### src/rtl/vcu_seq_pkg.sv
// Shared types and default parameter values for the VCU instruction sequencer.
package vcu_seq_pkg;

  typedef enum logic [2:0] {
    S_IDLE,
    S_ISSUE,
    S_WAIT,
    S_DRAIN,
    S_FINISH
  } seq_state_e;

  localparam int DEF_INSN_WIDTH          = 128;
  localparam int DEF_FIFO_DEPTH          = 16;
  localparam int DEF_OFMAP_ADDRESS_WIDTH = 12;
  localparam int DEF_OFMAP_DATA_WIDTH    = 512;
  localparam int DEF_KICK_EACH           = 1;
  localparam int DEF_TIMEOUT_CYCLES      = 65535;

endpackage

### src/rtl/vcu_insn_fifo.sv
// Synchronous instruction queue with registered fill level and synchronous flush.
module vcu_insn_fifo #(
  parameter int WIDTH = 128,
  parameter int DEPTH = 16
) (
  input  logic                     clk,
  input  logic                     rst,
  input  logic                     flush,
  input  logic                     push,
  input  logic [WIDTH-1:0]         din,
  input  logic                     pop,
  output logic [WIDTH-1:0]         dout,
  output logic                     full,
  output logic                     empty,
  output logic [$clog2(DEPTH):0]   level
);

  localparam int AW = $clog2(DEPTH);

  logic [WIDTH-1:0] mem [DEPTH];
  logic [AW-1:0]    wr_ptr;
  logic [AW-1:0]    rd_ptr;
  logic             do_push;
  logic             do_pop;

  assign full    = (level == (AW+1)'(DEPTH));
  assign empty   = (level == '0);
  assign do_push = push && !full;
  assign do_pop  = pop && !empty;
  assign dout    = mem[rd_ptr];

  // NOTE: storage is deliberately left unreset; pointers and level alone define which entries are valid.
  always_ff @(posedge clk) begin
    if (do_push) mem[wr_ptr] <= din;
  end

  // NOTE: sequential state uses non-blocking assignments so every register samples pre-edge values.
  always_ff @(posedge clk or negedge rst) begin
    if (!rst) begin
      wr_ptr <= '0;
      rd_ptr <= '0;
      level  <= '0;
    end else if (flush) begin
      wr_ptr <= '0;
      rd_ptr <= '0;
      level  <= '0;
    end else begin
      if (do_push) wr_ptr <= wr_ptr + AW'(1);
      if (do_pop)  rd_ptr <= rd_ptr + AW'(1);
      case ({do_push, do_pop})
        2'b10:   level <= level + (AW+1)'(1);
        2'b01:   level <= level - (AW+1)'(1);
        default: level <= level;
      endcase
    end
  end

endmodule

### src/rtl/vcu_insn_sequencer.sv
// Issues queued instructions to the VCU one at a time, then drains the ofmap buffer
// onto a ready/valid stream; bounded wait on vcu_done with sticky timeout flag.
module vcu_insn_sequencer
  import vcu_seq_pkg::*;
#(
  parameter int INSN_WIDTH          = DEF_INSN_WIDTH,
  parameter int FIFO_DEPTH          = DEF_FIFO_DEPTH,
  parameter int OFMAP_ADDRESS_WIDTH = DEF_OFMAP_ADDRESS_WIDTH,
  parameter int OFMAP_DATA_WIDTH    = DEF_OFMAP_DATA_WIDTH,
  parameter int KICK_EACH           = DEF_KICK_EACH,
  parameter int TIMEOUT_CYCLES      = DEF_TIMEOUT_CYCLES
) (
  input  logic                           clk,
  input  logic                           rst,
  input  logic [INSN_WIDTH-1:0]          insn_in,
  input  logic                           insn_in_valid,
  output logic                           insn_in_ready,
  input  logic                           start,
  input  logic [15:0]                    num_insn,
  input  logic [OFMAP_ADDRESS_WIDTH:0]   data_num,
  input  logic                           abort,
  output logic [INSN_WIDTH-1:0]          insn,
  output logic                           work_en,
  input  logic                           vcu_done,
  output logic [OFMAP_ADDRESS_WIDTH-1:0] r_addr_ofmap,
  output logic                           r_en_ofmap,
  input  logic [OFMAP_DATA_WIDTH-1:0]    r_data_ofmap,
  output logic [OFMAP_DATA_WIDTH-1:0]    out_data,
  output logic                           out_valid,
  input  logic                           out_ready,
  output logic                           busy,
  output logic                           run_done,
  output logic                           err_timeout,
  output logic [$clog2(FIFO_DEPTH):0]    fifo_level
);

  localparam int AW = OFMAP_ADDRESS_WIDTH;
  localparam int TW = $clog2(TIMEOUT_CYCLES + 1);

  seq_state_e                  state, state_nxt;
  logic [INSN_WIDTH-1:0]       fifo_head;
  logic                        fifo_full, fifo_empty, pop, do_read;
  logic [15:0]                 num_insn_q, issued_cnt;
  logic [AW:0]                 data_num_q, rd_cnt, acc_cnt;
  logic [TW-1:0]               timer;
  logic                        vcu_done_d, done_rise, timed_out;
  logic                        pending, skid_valid, out_free, consume;
  logic [OFMAP_DATA_WIDTH-1:0] skid_data;
  logic [1:0]                  in_use;

  vcu_insn_fifo #(.WIDTH(INSN_WIDTH), .DEPTH(FIFO_DEPTH)) u_fifo (
    .clk   (clk),
    .rst   (rst),
    .flush (abort),
    .push  (insn_in_valid),
    .din   (insn_in),
    .pop   (pop),
    .dout  (fifo_head),
    .full  (fifo_full),
    .empty (fifo_empty),
    .level (fifo_level)
  );

  assign insn_in_ready = !fifo_full;
  assign busy          = (state != S_IDLE);
  assign run_done      = (state == S_FINISH);
  assign r_en_ofmap    = do_read;
  assign r_addr_ofmap  = rd_cnt[AW-1:0];
  assign done_rise     = vcu_done && !vcu_done_d;
  assign timed_out     = !done_rise && (timer == TW'(TIMEOUT_CYCLES - 1));
  assign out_free      = !out_valid || out_ready;
  assign consume       = out_valid && out_ready;
  // Words held or in flight after this cycle's hand-off; the skid slot absorbs the
  // read that is already in flight when the consumer stalls.
  assign in_use = 2'(out_valid) + 2'(skid_valid) + 2'(pending) - 2'(consume);

  always_ff @(posedge clk or negedge rst) begin
    if (!rst) state <= S_IDLE;
    else      state <= state_nxt;
  end

  // NOTE: every combinational output gets a default first so no path leaves it unassigned (no latches).
  always_comb begin
    state_nxt = state;
    pop       = 1'b0;
    do_read   = 1'b0;
    case (state)
      S_IDLE:   if (start) state_nxt = (num_insn == 16'd0) ? S_DRAIN : S_ISSUE;
      S_ISSUE:  if (!fifo_empty) begin
                  pop       = 1'b1;
                  state_nxt = S_WAIT;
                end
      S_WAIT:   if (done_rise)
                  state_nxt = (issued_cnt + 16'd1 == num_insn_q) ? S_DRAIN : S_ISSUE;
                else if (timed_out)
                  state_nxt = S_FINISH;
      S_DRAIN:  if (acc_cnt == data_num_q) state_nxt = S_FINISH;
                else if (rd_cnt < data_num_q && in_use < 2'd2) do_read = 1'b1;
      S_FINISH: state_nxt = S_IDLE;
      default:  state_nxt = S_IDLE;
    endcase
    if (abort) begin
      state_nxt = S_IDLE;
      pop       = 1'b0;
    end
  end

  always_ff @(posedge clk or negedge rst) begin
    if (!rst) begin
      insn        <= '0;
      work_en     <= 1'b0;
      num_insn_q  <= '0;
      issued_cnt  <= '0;
      data_num_q  <= '0;
      rd_cnt      <= '0;
      acc_cnt     <= '0;
      timer       <= '0;
      vcu_done_d  <= 1'b0;
      err_timeout <= 1'b0;
      pending     <= 1'b0;
      skid_valid  <= 1'b0;
      skid_data   <= '0;
      out_valid   <= 1'b0;
      out_data    <= '0;
    end else begin
      vcu_done_d <= vcu_done;
      work_en    <= 1'b0;
      pending    <= do_read;

      if (state == S_IDLE && start) begin
        num_insn_q  <= num_insn;
        data_num_q  <= data_num;
        issued_cnt  <= '0;
        rd_cnt      <= '0;
        acc_cnt     <= '0;
        err_timeout <= 1'b0;
      end

      if (pop) begin
        insn    <= fifo_head;
        work_en <= (KICK_EACH != 0) || (issued_cnt == 16'd0);
        timer   <= '0;
      end

      if (state == S_WAIT) begin
        if (done_rise)      issued_cnt  <= issued_cnt + 16'd1;
        else if (timed_out) err_timeout <= 1'b1;
        else                timer       <= timer + TW'(1);
      end

      if (do_read) rd_cnt  <= rd_cnt + (AW+1)'(1);
      if (consume) acc_cnt <= acc_cnt + (AW+1)'(1);

      if (out_free) begin
        if (skid_valid) begin
          out_data   <= skid_data;
          out_valid  <= 1'b1;
          skid_valid <= pending;
          if (pending) skid_data <= r_data_ofmap;
        end else begin
          out_valid <= pending;
          if (pending) out_data <= r_data_ofmap;
        end
      end else if (pending) begin
        skid_data  <= r_data_ofmap;
        skid_valid <= 1'b1;
      end

      if (abort) begin
        work_en    <= 1'b0;
        pending    <= 1'b0;
        skid_valid <= 1'b0;
        out_valid  <= 1'b0;
      end
    end
  end

endmodule
### config.mk
export PLATFORM = sky130hd
export DESIGN_NAME = vcu_insn_sequencer
export DESIGN_NICKNAME = d
export VERILOG_FILES = /design/src/rtl/vcu_seq_pkg.sv /design/src/rtl/vcu_insn_fifo.sv /design/src/rtl/vcu_insn_sequencer.sv
export SDC_FILE = /design/constraint.sdc
export NUM_CORES = 2
export LEC_CHECK = 0
export BUFFER_PORTS_ARGS = -buffer_cell sky130_fd_sc_hd__buf_2
export CORE_MARGIN = 4
export CORE_UTILIZATION = 50
export DETAILED_ROUTE_END_ITERATION = 10
export GPL_ROUTABILITY_DRIVEN = 1
export PLACE_DENSITY = 0.72
export SLEW_MARGIN = 25
export SYNTH_ARGS = -nofsm -noshare
export SYNTH_HDL_FRONTEND = slang
export SYNTH_SLANG_ARGS = --single-unit
### constraint.sdc
create_clock -name clk -period 9.3 [get_ports clk]
set_input_delay 1.86 -clock clk [delete_from_list [all_inputs] [get_ports clk]]
set_output_delay 1.86 -clock clk [all_outputs]
set_load 0.02 [all_outputs]
==> flow_metrics.tcl <==
set metrics [dict create \
    status "finished, final reports clean" \
    period_needed_ns 6.97 \
    route.vias.total 79800 \
    cp-end-kind "output pin" \
    fin_skew_ns 0.147 \
    synth_largest_area_cell "edfxtp_1" \
    routed_wl_microns 444000 \
    crit_required_ns 7.44 \
    holdCritStartpoint "out_data[76]$_DFFE_PN0P_" \
    pin_count 1340 \
    yosysSeqAreaShare 0.717 \
    antenna_found_initial 372 \
    syn_inst 7835 \
    yosysWarnings 0 \
    synth_fa_ha_area_frac 0.00276 \
    syn-num-nets 8539 \
    drtPass1Iterations 6 \
    layout.cells.non_filler 13100 \
    syn_area_sq_um 130000 \
    area_growth_pct 17.2 \
    rows 186 \
    synth-compound-area-share 0.0548 \
    hp-class "reg2reg" \
    yosysTopAreaCellShare 0.474 \
    core_area_sq_um 258000 \
    path_max_fanout 12 \
    cts_max_level 5 \
    cts_buffers 350 \
    vias_per_cell 6.09 \
    synth-simple-area-share 0.0339 \
    leakage_nw 59.0 \
    max_freq_ghz 0.143 \
    final_util 0.590 \
    cts_tree "done" \
    ys_types 71 \
    min_to "out_data[76]$_DFFE_PN0P_" \
    wl_per_cell_microns 33.9 \
    finalSetupTns_ns 0 \
    synth_mux_area_frac 0.171 \
    cp.arrival_ns 5.11 \
    drc 0 \
    slew_viol_final 0 \
    grt_max_degree 236 \
    place_area_sq_um 140000 \
    cts_sinks 3309 \
    die-area_sq_um 268000 \
    ys_async_sr_fraction 0.381 \
    worstRegToRegCells 7 \
    avgSynthCellArea_sq_um 16.6 \
    fill_cells 19300 \
    hold_violations 0 \
    grt_pass1_vias 75600 \
    place_inst 12200 \
    cts_hold_buf 0 \
    ff2ff_setup_slack_ns 3.46 \
    dieHeight_microns 517 \
    clk_pin_slew_ns 0.06 \
    worst_slew_pin_slew_ns 1.21 \
    total_power_w 0.0375 \
    die_w_microns 517 \
    io_buffers 1339 \
    ant_nets 0 \
    place.gp.congestion 0.962 \
    fin_area_sq_um 152000 \
    cts_max_path_buffers 4 \
    synth-main-ff-cell "edfxtp_1" \
    setup_violations 0 \
    irDropWorstVdd_mv 0.210 \
    max_cap_viol_count 0 \
    cts_root_buf "clkbuf_16" \
    nets 9839 \
    synth-xor-area-share 0.00364 \
    start_kind "primary input" \
    grt_usage 0.324 \
    synth_area_leaders "edfxtp_1 47%, dfrtp_1 24%, mux4_2 6.7%" \
    synth_top_family_by_area "multiplexers" \
    timing.rr.start "skid_valid$_DFFE_PN0P_" \
    place_hpwl_microns 299000 \
    relSlewSlack 0.196 \
    start_util 0.504 \
    finalCritPeriodShare 0.750 \
    grt_overflow_total 0 \
    cellPowerDensity_nw_per_um2 247 \
    synth-edff-count 2048 \
    rsz0062_at_grt "false" \
    post_cts_buffers 0 \
    post_cts_resized 0 \
    grt_pass1_wl_microns 603000 \
    critPathKind "in2out" \
    hold_depth 2 \
    layout-drive-gt1-share 0.310 \
    r2r_end "out_data[239]$_DFFE_PN0P_" \
    drtIter0Drc 10400 \
    insertion_delay_ns 0.99 \
    ys_ff_latch 3309 \
]
## cell families after synthesis
group	Yosys count
AOI/OAI and AO/OA	1172
and+or+nand+nor	1070
DFF	3309
muxes	1673
adders and majority gates	28
xor gates and xnor gates	54
buffers and inverters	529
## flip-flops by register name, summed over array words and instances, names as in the netlist, 3 cells and up
name and flops:
state 3, timer 16, u_fifo.mem 2048, rd_cnt 13, out_data 512, insn 128
acc_cnt 13, u_fifo.level 5, skid_data 512, data_num_q 13, u_fifo.wr_ptr 4, u_fifo.rd_ptr 4
num_insn_q 16, issued_cnt 16
## cell usage after synthesis (5+ instances only)
cell type and n:
edfxtp_1 2048, dfrtp_1 1261, nand2_1 880, o21ai_0 815, mux2i_1 774, mux2_2 513, mux4_2 386, clkbuf_1 357
o221ai_1 250, buf_2 98, nor2_1 44, inv_1 32, xnor2_1 31, nand3_1 29, buf_1 28, ha_1 27
xor2_1 23, and2_1 21, a21o_1 18, nand4_1 18, a21oi_1 16, nor3_1 16, buf_4 12, nor4_1 11
o31ai_1 10, a31oi_1 8, and3_1 8, nor2b_1 8, a211oi_1 7, and4_1 7, o211a_1 7, nand2b_1 6
o211ai_1 5
## worst max-delay path, stage by stage
cell and delay, ns:
buf_2 0.13, nand2_1 0.24, inv_1 0.19, ha_1 0.33
inv_1 0.05, ha_1 0.28, a21oi_1 0.20, xnor2_1 0.13
a211o_1 0.28, a211oi_1 0.22, buf_4 0.25, nand2_1 0.16
inv_1 0.43, buf_2 0.34
## per-stage QoR
stage | hold WS, ns | setup slack, ns
4_1_cts | 0.478 | 2.37
6_report | 0.471 | 2.33
3_3_place_gp | 0.457 | 2.32
3_5_place_dp | 0.459 | 2.38
5_1_grt | 0.491 | 2.08
2_1_floorplan | 0.445 | 3.09
## power by group
group / internal [W] / switching, W
Clock: 0.00809 / 0.00572
Sequential: 0.0168 / 0.000778
Combinational: 0.00201 / 0.00413
## layer usage
metal  up-vias  routed length, microns  track usage
met4       108                   27400        0.186
met3      1070                   57600        0.136
met5         -                     881      0.00559
met1     41000                  163000        0.420
met2      4540                  195000        0.459
li1      33000                       -            -
## layout by cell type (no fill, tap or decap), types with 18 or more instances in the layout
cell type | synthesis | final
edfxtp_1 | 2048 | 2048
buf_2 | 98 | 1338
dfrtp_1 | 1261 | 1257
nand2_1 | 880 | 879
o21ai_0 | 815 | 815
mux2i_1 | 774 | 772
mux2_2 | 513 | 513
mux4_2 | 386 | 386
clkbuf_16 | 0 | 356
diode_2 | 0 | 299
o221ai_1 | 250 | 250
clkinv_2 | 0 | 75
clkbuf_1 | 357 | 74
buf_4 | 12 | 72
clkbuf_8 | 0 | 47
nor2_1 | 44 | 43
inv_1 | 32 | 31
xnor2_1 | 31 | 31
nand3_1 | 29 | 29
buf_12 | 0 | 29
ha_1 | 27 | 27
clkinv_1 | 0 | 26
bufinv_16 | 0 | 25
xor2_1 | 23 | 23
nand4_1 | 18 | 18
a21o_1 | 18 | 18
## worst max path at each step
stage | start | to | cells past startpoint
finish | out_ready | r_en_ofmap | 14
CTS | out_ready | r_en_ofmap | 14
floorplan | insn_in_valid | u_fifo.mem[4][0]$_DFFE_PP_ | 5
global route | out_ready | r_en_ofmap | 14
detailed placement | out_ready | r_en_ofmap | 14
global placement | out_ready | r_en_ofmap | 14
## cell type report
class                      instances  area, sq um  share of cell area
sequential                      3309        93100               0.612
multi-input combinational       3997        34700               0.228
clock buffer                     477         9830              0.0647
timing repair buffer            1444         7920              0.0521
tap                             3384         4230              0.0278
clock inverter                   149         1470             0.00965
antenna                          299          748             0.00492
inverter                          33          131            0.000864
Power figures use the tool's default switching activity.
